--- src/rtl/lib_cpu_pkg.sv ---
// Shared CPU pipeline types.
//   SPECIAL_REG  - architectural special registers committed by mem/wb
//   EXECUTE      - execute-stage result consumed by cpu_mem_wb
//   WB           - register-file write port bundle
//   MEMWB_STATE  - mem/wb control FSM states
package lib_cpu;

  localparam int XLEN     = 32;
  localparam int RF_NREG  = 16;
  localparam int RF_IDX_W = $clog2(RF_NREG);

  typedef struct packed {
    logic [XLEN-1:0] pc;
    logic [3:0]      flags;
    logic            ie;
  } SPECIAL_REG;

  typedef struct packed {
    logic            w_rd;       // result targets the register file
    logic [XLEN-1:0] x_rd;       // ALU result, or store data for stores
    logic            mem_r_req;
    logic            mem_w_req;
    logic [XLEN-1:0] mem_addr;   // word address
    SPECIAL_REG      sr;
  } EXECUTE;

  typedef struct packed {
    logic                we;
    logic [RF_IDX_W-1:0] waddr;
    logic [XLEN-1:0]     wdata;
  } WB;

  typedef enum logic {
    IDLE = 1'b0,
    LOAD = 1'b1
  } MEMWB_STATE;

endpackage

--- src/rtl/cpu_mem_wb_dmem.sv ---
// Data memory: one write port shared by the pipeline store and the boot/debug
// load port, plus a registered read port.
//   clk                       - clock
//   st_we/st_addr/st_data     - pipeline store (wins over the load port)
//   ld_we/ld_addr/ld_data     - boot/debug write
//   rd_en/rd_addr, rd_data    - read, data valid the cycle after rd_en
//   collision                 - store and load-port write in the same cycle
module cpu_dmem #(
  parameter  int DEPTH = 64,
  localparam int AW    = $clog2(DEPTH)
) (
  input  logic          clk,
  input  logic          st_we,
  input  logic [AW-1:0] st_addr,
  input  logic [31:0]   st_data,
  input  logic          ld_we,
  input  logic [AW-1:0] ld_addr,
  input  logic [31:0]   ld_data,
  input  logic          rd_en,
  input  logic [AW-1:0] rd_addr,
  output logic [31:0]   rd_data,
  output logic          collision
);

  logic [31:0]   mem_reg [DEPTH];
  logic [31:0]   rd_data_reg;
  logic          wr_en;
  logic [AW-1:0] wr_addr;
  logic [31:0]   wr_data;

  // Store has priority; a simultaneous load-port write is dropped.
  always_comb begin
    wr_en   = st_we | ld_we;
    wr_addr = st_we ? st_addr : ld_addr;
    wr_data = st_we ? st_data : ld_data;
  end

  // Contents are deliberately not reset so this maps onto block RAM.
  always_ff @(posedge clk) begin
    if (wr_en) begin
      mem_reg[wr_addr] <= wr_data;
    end
    if (rd_en) begin
      rd_data_reg <= mem_reg[rd_addr];
    end
  end

  assign rd_data   = rd_data_reg;
  assign collision = st_we & ld_we;

endmodule

--- src/rtl/cpu_mem_wb.sv ---
// Memory / write-back stage.
//   clk, rst_n            - clock, asynchronous active-low reset
//   ex_valid, ex_ready    - handshake with execute (ready drops for one cycle per load)
//   ex, ex_rd_idx         - execute result and destination register
//   ld_we/ld_addr/ld_data - boot/debug data-memory write
//   rf_we/rf_waddr/rf_wdata - register-file write port (single-cycle pulse)
//   sr_out                - committed special registers
//   err                   - sticky protocol error (r+w request, or ld/store collision)
module cpu_mem_wb
  import lib_cpu::*;
#(
  parameter  int DEPTH = 64,
  parameter  int NREG  = 16,
  localparam int AW    = $clog2(DEPTH),
  localparam int RW    = $clog2(NREG)
) (
  input  logic          clk,
  input  logic          rst_n,
  input  logic          ex_valid,
  output logic          ex_ready,
  input  EXECUTE        ex,
  input  logic [RW-1:0] ex_rd_idx,
  input  logic          ld_we,
  input  logic [AW-1:0] ld_addr,
  input  logic [31:0]   ld_data,
  output logic          rf_we,
  output logic [RW-1:0] rf_waddr,
  output logic [31:0]   rf_wdata,
  output SPECIAL_REG    sr_out,
  output logic          err
);

  MEMWB_STATE    state_reg, state_next;
  WB             wb_reg, wb_next;
  logic          pend_we_reg, pend_we_next;
  logic [RW-1:0] pend_idx_reg, pend_idx_next;
  SPECIAL_REG    sr_reg;
  logic          err_reg, err_next;

  logic          fire;
  logic          is_load;
  logic          is_alu;
  logic          rd_writes;
  logic          st_we;
  logic          collision;
  logic [31:0]   rd_data;
  logic [AW-1:0] mem_addr_w;
  logic          unused_addr_bits;

  assign ex_ready   = (state_reg == IDLE);
  assign fire       = ex_valid & ex_ready;
  assign is_load    = ex.mem_r_req & ~ex.mem_w_req;
  assign is_alu     = ~ex.mem_r_req & ~ex.mem_w_req;
  assign rd_writes  = ex.w_rd & (ex_rd_idx != '0);
  // A request with both r and w set is executed as a store.
  assign st_we      = fire & ex.mem_w_req;
  assign mem_addr_w = ex.mem_addr[AW-1:0];
  assign unused_addr_bits = ^ex.mem_addr[31:AW];

  cpu_dmem #(.DEPTH(DEPTH)) u_dmem (
    .clk       (clk),
    .st_we     (st_we),
    .st_addr   (mem_addr_w),
    .st_data   (ex.x_rd),
    .ld_we     (ld_we),
    .ld_addr   (ld_addr),
    .ld_data   (ld_data),
    .rd_en     (fire & is_load),
    .rd_addr   (mem_addr_w),
    .rd_data   (rd_data),
    .collision (collision)
  );

  always_comb begin
    state_next    = state_reg;
    wb_next       = wb_reg;
    wb_next.we    = 1'b0;             // waddr/wdata hold, we is a pulse
    pend_we_next  = pend_we_reg;
    pend_idx_next = pend_idx_reg;
    err_next      = err_reg | collision | (fire & ex.mem_r_req & ex.mem_w_req);
    case (state_reg)
      IDLE: begin
        if (fire) begin
          if (is_load) begin
            state_next    = LOAD;
            pend_we_next  = rd_writes;
            pend_idx_next = ex_rd_idx;
          end else if (is_alu && rd_writes) begin
            wb_next.we    = 1'b1;
            wb_next.waddr = RF_IDX_W'(ex_rd_idx);
            wb_next.wdata = ex.x_rd;
          end
        end
      end
      LOAD: begin
        // RAM data read in the accept cycle is valid now.
        state_next = IDLE;
        if (pend_we_reg) begin
          wb_next.we    = 1'b1;
          wb_next.waddr = RF_IDX_W'(pend_idx_reg);
          wb_next.wdata = rd_data;
        end
      end
      default: state_next = IDLE;
    endcase
  end

  always_ff @(posedge clk or negedge rst_n) begin
    if (!rst_n) begin
      state_reg    <= IDLE;
      wb_reg       <= '0;
      pend_we_reg  <= 1'b0;
      pend_idx_reg <= '0;
      sr_reg       <= '0;
      err_reg      <= 1'b0;
    end else begin
      state_reg    <= state_next;
      wb_reg       <= wb_next;
      pend_we_reg  <= pend_we_next;
      pend_idx_reg <= pend_idx_next;
      err_reg      <= err_next;
      if (fire) begin
        sr_reg <= ex.sr;
      end
    end
  end

  assign rf_we    = wb_reg.we;
  assign rf_waddr = RW'(wb_reg.waddr);
  assign rf_wdata = wb_reg.wdata;
  assign sr_out   = sr_reg;
  assign err      = err_reg;

endmodule

--- config.mk ---
export PLATFORM = sky130hd
export DESIGN_NAME = cpu_mem_wb
export DESIGN_NICKNAME = d
export VERILOG_FILES = /design/src/rtl/lib_cpu_pkg.sv /design/src/rtl/cpu_mem_wb_dmem.sv /design/src/rtl/cpu_mem_wb.sv
export SDC_FILE = /design/constraint.sdc
export NUM_CORES = 2
export LEC_CHECK = 0
export CAP_MARGIN = 20
export CORE_ASPECT_RATIO = 1.1
export CORE_UTILIZATION = 55
export CTS_CLUSTER_DIAMETER = 200
export DETAILED_ROUTE_END_ITERATION = 8
export PLACE_DENSITY = 0.75
export SYNTH_ARGS = -nofsm -noshare
export SYNTH_HDL_FRONTEND = slang
export SYNTH_SLANG_ARGS = --single-unit
--- constraint.sdc ---
create_clock -name clk -period 3.1 [get_ports clk]
set_clock_uncertainty 0.05 [all_clocks]
set_input_delay 0.93 -clock clk [delete_from_list [all_inputs] [get_ports clk]]
set_output_delay 0.93 -clock clk [all_outputs]
set_load 0.01 [all_outputs]
## After elaboration in Yosys (flattened, before gate mapping)

Memories as Yosys holds them, arrays and structs flattened. A register that Yosys moved wholly into a read port is not among the register bits.
Cells that the tools add are included.
W data, S select, Z words.

| operators by class | value |
|---|---|
| multipliers | 0 |
| mux-type cells | 12 |
| eq/ne operators | 4 |
| shifts and indexed selects | 0 |
| bitwise logic cells | 15 |
| $lt $le $gt $ge | 0 |
| add/subtract/negate cells | 0 |
| divide/modulo/power cells | 0 |
| reduce and logical (&&, ||, !) cells | 4 |

Operator list:

| cell | number |
|---|---|
| $mux W37 | 4 |
| $pmux W37 S2 | 1 |
| $mux W32 | 1 |
| $and A1 B1 Y1 | 9 |
| $mux W6 | 1 |
| $ne A2 B1 Y1 const B | 3 |
| $mux W1 | 4 |
| $reduce_and A4 Y1 | 1 |
| $reduce_bool A4 Y1 | 1 |
| $not A1 Y1 | 3 |
| $or A1 B1 Y1 | 3 |
| $reduce_and A3 Y1 | 1 |
| $ne A2 B2 Y1 const B | 1 |
| $pmux W1 S2 | 1 |
| $logic_and A1 B1 Y1 | 1 |

| word-level totals | value |
|---|---|
| bits in latches | 0 |
| register bits after elaboration | 81 |
| memories | 1 |
| ROM bits | 0 |
| bits in writable memories | 2048 |

Memories:

| memory | depth | width | rd ports | clocked after Yosys merged registers in | write ports | line | RTL |
|---|---|---|---|---|---|---|---|
| u_dmem.mem_reg | 64 | 32 | 1 | 1 | 1 | cpu_mem_wb_dmem.sv:25 | `logic [31:0] mem_reg [DEPTH];` |

## Logic depth before layout (Yosys ltp)

| logic depth | value |
|---|---|
| depth in word-level cells | 7 |
| gate-level depth with buffers | 9 |

## Cells and area by module

From an unflattened synthesis, not the netlist that was laid out.

| unflattened totals | value |
|---|---|
| cell total of the unflattened synthesis | 3521 |
| area, all modules | 82751.9 um^2 |

By module, submodules not included:

| module | sequential area each (um^2) | times used | area each (um^2) | cells each |
|---|---|---|---|---|
| cpu_dmem | 62459.9 | 1 | 79441.2 | 3286 |
| cpu_mem_wb | 2026.9 | 1 | 3310.7 | 235 |

## Least setup slack after synthesis

OpenSTA, ideal clock, no wires.

| timing path | value |
|---|---|
| path type | input port to flip-flop |
| from | input port ex[38] in the netlist's numbering |
| to | memory u_dmem.mem_reg[14][0] (enable) |
| cell stages on the path | 8 |
| slack | -0.935 ns |
| data arrival time | 3.564 ns |
| buffers on the path | 4 |
| cells stage by stage | buf_4 -> buf_2 -> buf_2 -> buf_2 -> nand2_1 -> o21ai_0 -> nand2_1 -> nor2_1 |

| on the way | value |
|---|---|
| cells in the longest elaborated chain, start to end | 1 |

RTL lines:

| element | line | RTL |
|---|---|---|
| from (decl) | cpu_mem_wb.sv:21 | `input EXECUTE ex,` |
| $mux W6 | cpu_mem_wb_dmem.sv:34 | `wr_addr = st_we ? st_addr : ld_addr;` |
| to (decl) | cpu_mem_wb_dmem.sv:25 |  |

No other way between the ends.

## Worst setup path after layout

| timing path | value |
|---|---|
| from | register state_reg |
| to | output port ex_ready |

| on the way | value |
|---|---|
| cells in the longest elaborated chain, start to end | 1 |

RTL lines:

| element | line | RTL |
|---|---|---|
| from (decl) | cpu_mem_wb.sv:33 | `MEMWB_STATE state_reg, state_next;` |
| from (signal assigned) | cpu_mem_wb.sv:117 | `state_reg <= state_next;` |
| $not A1 Y1 (no line) | n/a |  |
| to (decl) | cpu_mem_wb.sv:20 | `output logic ex_ready,` |

No other way between the ends.

==> metrics.cfg <==
[floorplan]
dieArea_mm2 = 0.151
pin_count = 226
die_h_um = 408
start_util = 0.555
core_mm2 = 0.148
rows = 148
die_w_um = 371

[worst_setup_path]
crit_required_ns = 2.12
crit_chain = inv_1, clkdlybuf4s50_1
start_kind = register
max_stage_delay_ns = 0.56
cp_top_family = buffers and inverters
path_max_fanout = 4
cp_slowest_cell = clkdlybuf4s50_1
worstSetupPathType = reg -> out
critPathCaptureType = output port
crit_buf_inv = 2
crit_arrival_ns = 1.93

[pwr]
p_switching_uw = 13500
internal-power_uw = 48300
combinationalPowerShare = 0.083
netSwitchingFraction = 0.218
seqPwrFrac = 0.531
clock_power_share = 0.387
leakage_uw = 0.0327
vdd_drop_max_mv = 0.619
power_density_mw_per_mm2 = 620

[yosys]
synthTopCellsByArea = edfxtp_1 76%, mux4_2 14%, dfrtp_1 2.5%
synthCells = 3732
synth-seq-cells = 2161
synth_edf_count = 2080
synthArstFlopShare = 0.0375
synth_top_area_frac = 0.758
ys_warn_count = 0
synth_cell_types = 56
syn_area_per_cell_um2 = 22.1
ys.flop_type = edfxtp_1
syn_nets = 3882
synth-seq-area-share = 0.783
yosysTopAreaCell = edfxtp_1
syn_area_mm2 = 0.0824

[cts]
cts_tree = yes
path_clk_slew_ns = 0.06
cts_buffers = 189
cts_sinks = 2161
holdBufCountCts = 1
cts_resized = 0
clockBufferDepth = 3
htree_levels = 4
clk_latency_ns = 0.84
postCtsSetupBuffers = 0
cts_root_buf = clkbuf_16

[routing]
dr.pass1.iters = 6
wl_mm = 227
viasPerCell = 6.68
drc_errors = 0
ant_nets = 0
via_count = 44395
drt_iter0_markers = 6978
wl_per_cell_um = 34.1

[cells_and_area]
final_net_count = 4683
largest_reg_flops = 2048
final_util = 0.672
area_growth_pct = 20.9
final_area_mm2 = 0.0996
drive_above_1_share = 0.334

[sta]
whs_ns = 0.421
fin_crit_ns = 2.91
setup-violations-final = 0
rsz0062_at_grt = false
worst_pin_slew_ns = 1.03
hold_viol = 0
slew_headroom = 0.309
clock.fmax_ghz = 0.344
slew_violations = 0
period_share = 0.938

[run]
cap_violations = 0

[place]
dp_hpwl_mm = 140
placed_area_mm2 = 0.0934
gp_congestion = 0.903
io_buffers = 199

[grt]
met1_usage = 0.406
grtUsageMet2 = 0.469
grt_overflow_total = 0
grtUsageMet3 = 0.0804
top_usage_layer = met2
grt_util_all_layers = 0.301
antenna_found_initial = 10
grt_max_degree = 65
grt_pass1_vias = 44341
grt_pass1_wl_mm = 319

[worst_hold_path]
hold_class = reg -> reg

[outcome]
outcome = finished clean

path summary, 6_finish.rpt:
check,startpoint,to,slack [ns],cells after the start
worst max-delay path,state_reg,ex_ready,0.19,2
worst min-delay path,rf_wdata[31],rf_wdata[31],0.42,2
worst max register to register,state_reg,u_dmem.mem_reg[21][17],0.53,8
worst min register to register,rf_wdata[31],rf_wdata[31],0.42,2
max in group asynchronous,rst_n,sr_out[26],1.83,3
min in group asynchronous,rst_n,rf_we,0.55,2
placed cells by master, fill, tap and decap left out, types with 12 or more instances in the layout:
master and count:
o22ai_1 102, mux4_2 506, nand3_1 15, nor4_1 16, nand2_2 36, a22oi_1 54
a221oi_1 21, clkdlybuf4s50_1 192, clkinv_1 33, edfxtp_1 2080, clkbuf_16 199, bufinv_16 21
mux2_2 45, o21ai_0 16, nand2b_1 12, a22o_1 15, nor2_4 65, dfrtp_1 81
buf_12 199, buf_4 414, a21oi_1 47, clkinv_2 31, o22a_1 24, o221ai_1 35
mux2i_1 54, nand2_1 180, nor2b_1 14, nor2_1 27, clkbuf_1 43
power by group through the flow:
| stage | clock [uW] | sequential [uW] | combinational (uW) |
|---|---|---|---|
| floorplan | 0 | 33500 | 2130 |
| detailed placement | 0 | 33400 | 4950 |
| CTS | 24000 | 32800 | 5030 |
| finish | 23900 | 32800 | 5100 |
| global placement | 0 | 33400 | 4840 |
| global route | 25100 | 32800 | 5270 |
cell families (layout without fill, tap and decap cells):
group                  after synthesis  after routing  share of synthesized area
flip-flops                        2161           2161                      0.783
AND/OR/NAND/NOR                    414            414                     0.0219
AO/OA/AOI/OAI                      345            345                     0.0295
other                                0              9                          0
buffers and inverters              207           1162                     0.0147
multiplexers                       605            605                      0.151
through the flow:
| stage | setup TNS (ns) | cells | power (uW) | setup WS, ns |
|---|---|---|---|---|
| detailed placement | -474.75 | 6291 | 38400 | -0.602 |
| finish | 0 | 6646 | 61800 | 0.191 |
| global placement | -447.15 | 6290 | 38200 | -0.540 |
| floorplan | -312.18 | 3732 | 35700 | -0.314 |
| CTS | 0 | 6637 | 61900 | 0.139 |
| global route | 0 | 6638 | 63200 | 0.140 |
area by class of cell:
type,count,area [um^2]
Tap cell,1950,2440
Clock inverter,102,1080
Clock buffer,243,5150
Fill cell,8662,48700
Antenna cell,9,22.5
Sequential cell,2161,64500
Multi-Input combinational cell,1364,17300
Timing Repair Buffer,813,9090
Inverter,4,15.0
Yosys cell counts (5+ instances only):
library cell and count:
buf_2 31, o22a_1 24, nand2b_1 13, nor4_1 22, buf_4 32, a21oi_1 47, nor2b_1 17, o221ai_1 35
mux2_2 45, buf_1 11, mux4_2 506, or2_2 5, a22o_1 15, nand3b_1 6, nor3_1 11, edfxtp_1 2080
a221oi_1 21, buf_6 29, clkbuf_1 95, o21ai_0 18, nand2_1 217, nand3_1 15, nor2_1 94, a211oi_1 8
dfrtp_1 81, a22oi_1 54, o22ai_1 102, mux2i_1 54
worst register-to-register path: stages (launching register included):
cell	delay, ns
dfrtp_1	0.40
nand3b_1	0.24
buf_12	0.18
nand3_1	0.12
nand2_1	0.33
nand2_1	0.17
buf_4	0.24
nor2_4	0.24
buf_12	0.24
per-layer routing:
| layer | wire length, um | vias to the layer above |
|---|---|---|
| li1 | - | 17357 |
| met5 | 13 | - |
| met1 | 78200 | 22862 |
| met2 | 107000 | 3682 |
| met3 | 31400 | 492 |
| met4 | 10200 | 2 |
Note: power is estimated with default switching activity, not from simulation.
